--- config.mk ---
export PLATFORM = sky130hd
export DESIGN_NAME = mem_access_unit
export DESIGN_NICKNAME = d
export VERILOG_FILES = /design/src/rtl/mem_access_unit.sv
export SDC_FILE = /design/constraint.sdc
export NUM_CORES = 1
export LEC_CHECK = 0
export ABC_AREA = 0
export CAP_MARGIN = 15
export CELL_PAD_IN_SITES_DETAIL_PLACEMENT = 1
export CELL_PAD_IN_SITES_GLOBAL_PLACEMENT = 1
export CORE_ASPECT_RATIO = 1.1
export CORE_UTILIZATION = 28
export CTS_BUF_LIST = sky130_fd_sc_hd__clkbuf_16
export DETAILED_ROUTE_END_ITERATION = 6
export PLACE_DENSITY_LB_ADDON = 0.1
export SYNTH_ARGS = -nofsm -noshare
export SYNTH_HDL_FRONTEND = slang
export SYNTH_SLANG_ARGS = --single-unit
--- constraint.sdc ---
create_clock -name clk -period 3.2 [get_ports clk]
set_input_delay 0.64 -clock clk [delete_from_list [all_inputs] [get_ports clk]]
set_output_delay 0.64 -clock clk [all_outputs]
set_load 0.1 [all_outputs]
--- src/rtl/mem_access_unit.sv ---
// -----------------------------------------------------------------------------
// mem_access_unit
// MEM-stage data-memory access sequencer. Turns a load/store request from the
// EX/MEM pipeline register into a held memory request, stalls the upstream
// pipeline until the memory acknowledges, and registers load data for MEM/WB.
//
// Optional feature: define MEM_TIMEOUT_EN to abort a request that sees no
// mem_ack for TIMEOUT_CYCLES cycles (MemErrM pulses for the abort's DONE cycle).
//
// Parameters
//   TIMEOUT_CYCLES  REQ cycles without ack before abort (2..1023, timeout build)
// Ports
//   clk, reset      clock, asynchronous active-high reset
//   MemWriteM       store request            MemtoRegM  load request
//   ALUOutM         byte address             WriteDataM store data
//   StallM          combinational upstream freeze
//   ReadDataM       registered load data     MemErrM    registered timeout pulse
//   mem_req/we/addr/wdata  registered memory request
//   mem_ack, mem_rdata     memory completion and read data
// -----------------------------------------------------------------------------
module mem_access_unit #(
    parameter int unsigned TIMEOUT_CYCLES = 64
) (
    input  logic        clk,
    input  logic        reset,
    input  logic        MemWriteM,
    input  logic        MemtoRegM,
    input  logic [31:0] ALUOutM,
    input  logic [31:0] WriteDataM,
    output logic        StallM,
    output logic [31:0] ReadDataM,
    output logic        mem_req,
    output logic        mem_we,
    output logic [31:0] mem_addr,
    output logic [31:0] mem_wdata,
    input  logic        mem_ack,
    input  logic [31:0] mem_rdata,
    output logic        MemErrM
);

    localparam int unsigned DATA_W = 32;

    // Reject out-of-range configurations at elaboration.
    if (TIMEOUT_CYCLES < 2 || TIMEOUT_CYCLES > 1023) begin : g_bad_timeout
        $error("mem_access_unit: TIMEOUT_CYCLES must be in 2..1023");
    end

    typedef enum logic [1:0] {
        ST_IDLE = 2'd0,
        ST_REQ  = 2'd1,
        ST_DONE = 2'd2
    } state_e;

    state_e              state_q, state_d;
    logic                mem_req_q, mem_req_d;
    logic                mem_we_q, mem_we_d;
    logic [DATA_W-1:0]   mem_addr_q, mem_addr_d;
    logic [DATA_W-1:0]   mem_wdata_q, mem_wdata_d;
    logic [DATA_W-1:0]   rdata_q, rdata_d;
    logic                access;

`ifdef MEM_TIMEOUT_EN
    localparam int unsigned          CNT_W    = $clog2(TIMEOUT_CYCLES);
    localparam logic [CNT_W-1:0]     CNT_LAST = CNT_W'(TIMEOUT_CYCLES - 1);

    logic [CNT_W-1:0] cnt_q, cnt_d;
    logic             err_q, err_d;
`endif

    assign access = MemWriteM | MemtoRegM;

    // Upstream freeze: while a new access is being detected and while waiting.
    assign StallM = ((state_q == ST_IDLE) & access) | (state_q == ST_REQ);

    // Next-state and request/response datapath.
    always_comb begin
        state_d     = state_q;
        mem_req_d   = mem_req_q;
        mem_we_d    = mem_we_q;
        mem_addr_d  = mem_addr_q;
        mem_wdata_d = mem_wdata_q;
        rdata_d     = rdata_q;
`ifdef MEM_TIMEOUT_EN
        cnt_d       = cnt_q;
        err_d       = 1'b0;
`endif

        case (state_q)
            ST_IDLE: begin
                if (access) begin
                    state_d     = ST_REQ;
                    mem_req_d   = 1'b1;
                    // Store wins when both request bits are set.
                    mem_we_d    = MemWriteM;
                    mem_addr_d  = ALUOutM;
                    mem_wdata_d = WriteDataM;
`ifdef MEM_TIMEOUT_EN
                    cnt_d       = '0;
`endif
                end
            end

            ST_REQ: begin
                if (mem_ack) begin
                    state_d   = ST_DONE;
                    mem_req_d = 1'b0;
                    if (!mem_we_q) begin
                        rdata_d = mem_rdata;
                    end
`ifdef MEM_TIMEOUT_EN
                end else if (cnt_q == CNT_LAST) begin
                    // Abort: a timed-out load returns zero, not stale data.
                    state_d   = ST_DONE;
                    mem_req_d = 1'b0;
                    err_d     = 1'b1;
                    if (!mem_we_q) begin
                        rdata_d = '0;
                    end
                end else begin
                    cnt_d = cnt_q + CNT_W'(1);
`endif
                end
            end

            ST_DONE: begin
                // Pipeline advances at the end of this cycle; never re-issue.
                state_d = ST_IDLE;
            end

            default: begin
                state_d   = ST_IDLE;
                mem_req_d = 1'b0;
            end
        endcase
    end

    // State and output registers.
    always_ff @(posedge clk or posedge reset) begin
        if (reset) begin
            state_q     <= ST_IDLE;
            mem_req_q   <= 1'b0;
            mem_we_q    <= 1'b0;
            mem_addr_q  <= '0;
            mem_wdata_q <= '0;
            rdata_q     <= '0;
        end else begin
            state_q     <= state_d;
            mem_req_q   <= mem_req_d;
            mem_we_q    <= mem_we_d;
            mem_addr_q  <= mem_addr_d;
            mem_wdata_q <= mem_wdata_d;
            rdata_q     <= rdata_d;
        end
    end

`ifdef MEM_TIMEOUT_EN
    // Timeout counter and error pulse.
    always_ff @(posedge clk or posedge reset) begin
        if (reset) begin
            cnt_q <= '0;
            err_q <= 1'b0;
        end else begin
            cnt_q <= cnt_d;
            err_q <= err_d;
        end
    end

    assign MemErrM = err_q;
`else
    assign MemErrM = 1'b0;
`endif

    assign mem_req   = mem_req_q;
    assign mem_we    = mem_we_q;
    assign mem_addr  = mem_addr_q;
    assign mem_wdata = mem_wdata_q;
    assign ReadDataM = rdata_q;

endmodule

# Yosys cells after proc, flatten, opt, wreduce, memory -nomap -nowiden
# Cells that the tools add are included.
[classes]
magnitude_cmp = 0
n_mux = 6
reduce_logical = 5
shift = 0
mul = 0
n_eq_ne = 4
n_bitwise = 5
div_mod_pow = 0
add_sub_neg = 0
[ops]
columns = ["op", "count"]
rows = [
  ["$reduce_and 3->1", 2],
  ["$mux 2", 2],
  ["$ne 2x2->1 const B", 2],
  ["$pmux 2 s2", 1],
  ["$reduce_and 2->1", 2],
  ["$pmux 1 s3", 1],
  ["$eq 2x1->1 const B", 1],
  ["$eq 2x2->1 const B", 1],
  ["$logic_not 2->1", 1],
  ["$mux 1", 2],
  ["$not 1->1", 2],
  ["$or 1x1->1", 2],
  ["$and 1x1->1", 1],
]
[word_totals]
memories = 0
latch_bits = 0
elab_cells = 26
in_bits = 101
romBits = 0
ramBits = 0
ff_bits = 100
output_inout_bits = 100

# Longest topological paths before layout
[depth]
ltp_word = 3
mapped_depth = 5

# Least setup slack after synthesis
# Ideal clock, no wire load.
[synth_path]
path_type = "input to output"
start = "in MemtoRegM"
end = "out StallM"
arrival_time_ns = 1.938
cell_stages = 2
setup_slack_ns = 0.622
n_path_buf = 0
t_required_ns = 2.560
path_cell_list = "nor3_1 > nor2_1"
[synth_via]
elab_chain_len = 3
[synth_lines]
columns = ["item", "line_no", "rtl"]
rows = [
  ["start: declaration", "27", "input logic MemtoRegM,"],
  ["$or 1x1->1", "70", "assign access = MemWriteM | MemtoRegM;"],
  ["$and 1x1->1", "73", "assign StallM = ((state_q == ST_IDLE) & access) | (state_q == ST_REQ);"],
  ["$or 1x1->1", "73", ""],
  ["end: declaration", "30", "output logic StallM,"],
]
# No other way between the ends.

# Final worst setup path
# Ends and elaborated chain as after synthesis.

==> reports/qor.log <==
[outcome] run status completed
[timing] Final Hold Violating Endpoints 0
[placement] number of port buffers 199
[synth] flip-flop and latch count after synthesis 100
[job] number of max-cap violations 0
[final_layout] final antenna diode count 0
[final_layout] Nets 528
[critical_path] Critical Path, Cell by Cell clkdlybuf4s50_1, nor3_1, nor2_1, buf_4
[detailed_routing] total vias in the final route 2611
[detailed_routing] routed vias/inst 4.211
[die] starting density of the core 0.2866
[detailed_routing] iteration-0 DRC count of the detailed router 81
[timing] maximum achievable frequency 0.4327 GHz
[clocking] quantity of gates resized following cts 0
[timing] unrepaired setup endpoints after global routing no
[final_layout] Area growth syn-to-layout 56.84%
[hold_path] hold depth 1
[die] placement row count 45
[clocking] count of hold buffers inserted by post-cts repair 0
[die] Die ar. 0.01460 mm²
[detailed_routing] mean routed wirelength per cell 15.98 µm
[detailed_routing] total met2 wirelength after detailed routing 5154 µm
[die] Die Y-Extent 126.6 µm
[critical_path] Worst path slowest cell sky130_fd_sc_hd__clkdlybuf4s50_1
[clocking] CTS tree yes
[detailed_routing] Total Routed Length 9905 µm
[timing] final critical delay including setup and external delays 2.311 ns
[timing] worst clock skew on the final layout 0.005197 ns
[critical_path] cell family contributing the most delay on the critical path buffers and inverters
[synth] warnings from Yosys 0
[detailed_routing] antenna-violating nets left 0
[critical_path] required time reported for the critical path endpoint 2.56 ns
[synth] Seq/Total Area, Yosys 0.6329
[critical_path] reg-to-reg endpoint mem_addr[28]
[clocking] number of buffers inserted to repair setup after CTS 0
[hold_path] Tightest Hold Check Type register to register
[global_routing] number of global-route vias before repair 2817
[synth] fraction of the mapped netlist area in adder cells 0
[final_layout] filler-free cell count of the finished design 620
[detailed_routing] met3 layer wire length in the routed design 847 µm
[synth] dominant combinational cell family by area after synthesis multiplexers
[detailed_routing] met1 layer wirelength in the final routing 3749 µm
[clocking] total clock buffers created by CTS 9
[placement] cell count after placement 604
[timing] Max transition margin 0.6319
[critical_path] CP Max Fanout 3
[critical_path] launch point of the worst reg-to-reg path state_q[1]
[detailed_routing] First-pass DRT Iterations 4
[placement] detailed placer's ending HPWL 7459 µm
[clocking] maximum level of the CTS H-tree 3
[hold_path] hold path start ReadDataM[20]
[clocking] Worst-Skew Late Latency 0.33 ns
[timing] Worst-Margin Slew 0.5510 ns
[global_routing] GRT Residual Overflow 0
[global_routing] pin count of the biggest net entering global routing 52
[critical_path] Reg2Reg Setup Slack 1.26 ns
[detailed_routing] final routed DRC violation total 0
[critical_path] Stages on worst setup path 4
[global_routing] aggregate global-route resource usage 0.1429
[critical_path] Worst Path Arrival 1.67 ns
[global_routing] global-route wire length before repair 15590 µm
[synth] netlist area before placement 0.003954 mm²
[critical_path] Bufs and invs on worst path 2
[synth] Post-Syn Nets 323
[die] core outline area 0.01379 mm²
[timing] Period Utilization, post-route 0.7222
[detailed_routing] highest metal used met4
[final_layout] fill cell instance count of the final layout 1430
[clocking] Clock Sinks 100
[hold_path] endpoint of the worst hold path ReadDataM[20]
[synth] per-instance average area after synthesis 17.81 µm²
[timing] final count of pins violating max slew 0
[critical_path] critical path class primary input to output port
[placement] GP Congestion 0.6587
[die] Die W 115.3 µm
[timing] setup_tns 0 ns
[die] number of top-level pins 201
[synth] synth unique cells 18
[synth] simple-gate share of the synthesized area 0.01108
[global_routing] antenna violations before repair 0
[synth] post-synthesis compound-gate area fraction 0.008228
[critical_path] CP endpoint kind output port
[critical_path] logic depth of the worst register-to-register path 4
[critical_path] largest incremental delay on the critical path 0.46 ns
[clocking] Clock Root Buffer sky130_fd_sc_hd__clkbuf_16
[synth] fraction of synthesized area in multiplexers 0.3199
[critical_path] Setup crit start kind primary input
[clocking] number of buffers on the longest clock path 2
[synth] post-synthesis xor/xnor area fraction 0
[synth] synthesized netlist cell count 222
[clocking] clock-pin slew of the registers on the worst-case setup and hold paths 0.06 ns
[final_layout] fraction of layout instances using a drive strength above 1 0.4954
[timing] Final setup violation count 0
==> cell usage after synthesis, drive strengths merged <==
cell type,number,area share
a211o,1,0.0022
a211oi,1,0.0019
a22o,1,0.0022
buf,11,0.026
conb,1,0.00095
dfrtp,100,0.63
inv,1,0.00095
mux2,96,0.32
nand2,2,0.0019
nor2,4,0.0038
nor2b,1,0.0016
nor3,2,0.0038
o21a,1,0.0019
==> cells by family (layout without fill, tap and decap cells) <==
kind of cell	Yosys count	count (layout)
other	1	1
DFF	100	100
buffers and inverters	12	222
muxes	96	96
and+or+nand+nor	9	9
AOI/OAI and AO/OA	4	4
==> worst max path at each step <==
stage	to	slack, ns	from
final	StallM	0.89	MemtoRegM
after global routing	StallM	0.80	MemtoRegM
after CTS	StallM	0.87	MemtoRegM
after detailed placement	mem_addr[28]	0.78	MemtoRegM
after global placement	mem_addr[28]	0.82	MemtoRegM
after floorplan	StallM	0.62	MemtoRegM
==> final cells by class <==
type / instances / area (µm²) / share of cell area
clock inverters: 7 / 57.56 / 0.009282
repair buffers: 205 / 1814 / 0.2926
inverters: 1 / 7.507 / 0.001211
well taps: 188 / 235.2 / 0.03793
clock buffers: 9 / 225.2 / 0.03632
multi-input cells: 110 / 1359 / 0.2191
flip-flops and latches: 100 / 2502 / 0.4036
==> layer usage <==
layer / global-route usage / vias to the layer above
li1: - / 1188
met1: 0.1633 / 1305
met2: 0.2441 / 108
met4: 0.05959 / 0
met5: 0 / -
met3: 0.04539 / 10
==> sequential cells by signal (all words and copies together) (netlist names) <==
| register | cells |
|---|---|
| mem_wdata | 32 |
| mem_addr | 32 |
| state_q | 2 |
| ReadDataM | 32 |
| mem_req | 1 |
| mem_we | 1 |
==> stage by stage <==
step	cell area [µm²]	utilization	setup WS [ns]	hold WS, ns
2_1_floorplan	3958	-	0.6219	0.4973
3_3_place_gp	5918	0.4290	0.8163	0.4690
3_5_place_dp	5918	0.4290	0.7786	0.4826
4_1_cts	6201	0.4495	0.8720	0.4978
5_1_grt	6201	0.4495	0.7984	0.5031
6_report	6201	0.4495	0.8889	0.4902
==> cells in the final DEF, fill, tap and decap left out <==
master and instances:
sky130_fd_sc_hd__buf_4 103, sky130_fd_sc_hd__dfrtp_1 100, sky130_fd_sc_hd__clkdlybuf4s50_1 100, sky130_fd_sc_hd__mux2_4 49, sky130_fd_sc_hd__mux2_2 45, sky130_fd_sc_hd__clkbuf_16 9
sky130_fd_sc_hd__nor2_1 4, sky130_fd_sc_hd__clkinv_1 4, sky130_fd_sc_hd__nand2_1 2, sky130_fd_sc_hd__mux2_1 2, sky130_fd_sc_hd__clkinvlp_4 2, sky130_fd_sc_hd__buf_12 2
sky130_fd_sc_hd__nor3_4 1, sky130_fd_sc_hd__o21a_4 1, sky130_fd_sc_hd__nor3_1 1, sky130_fd_sc_hd__nor2b_1 1, sky130_fd_sc_hd__a211o_1 1, sky130_fd_sc_hd__a22o_1 1
sky130_fd_sc_hd__a211oi_1 1, sky130_fd_sc_hd__conb_1 1, sky130_fd_sc_hd__bufinv_16 1, sky130_fd_sc_hd__clkinv_2 1
Power is not shown: default switching activity piles up to over one toggle a cycle in this logic, so the estimate is an artifact.
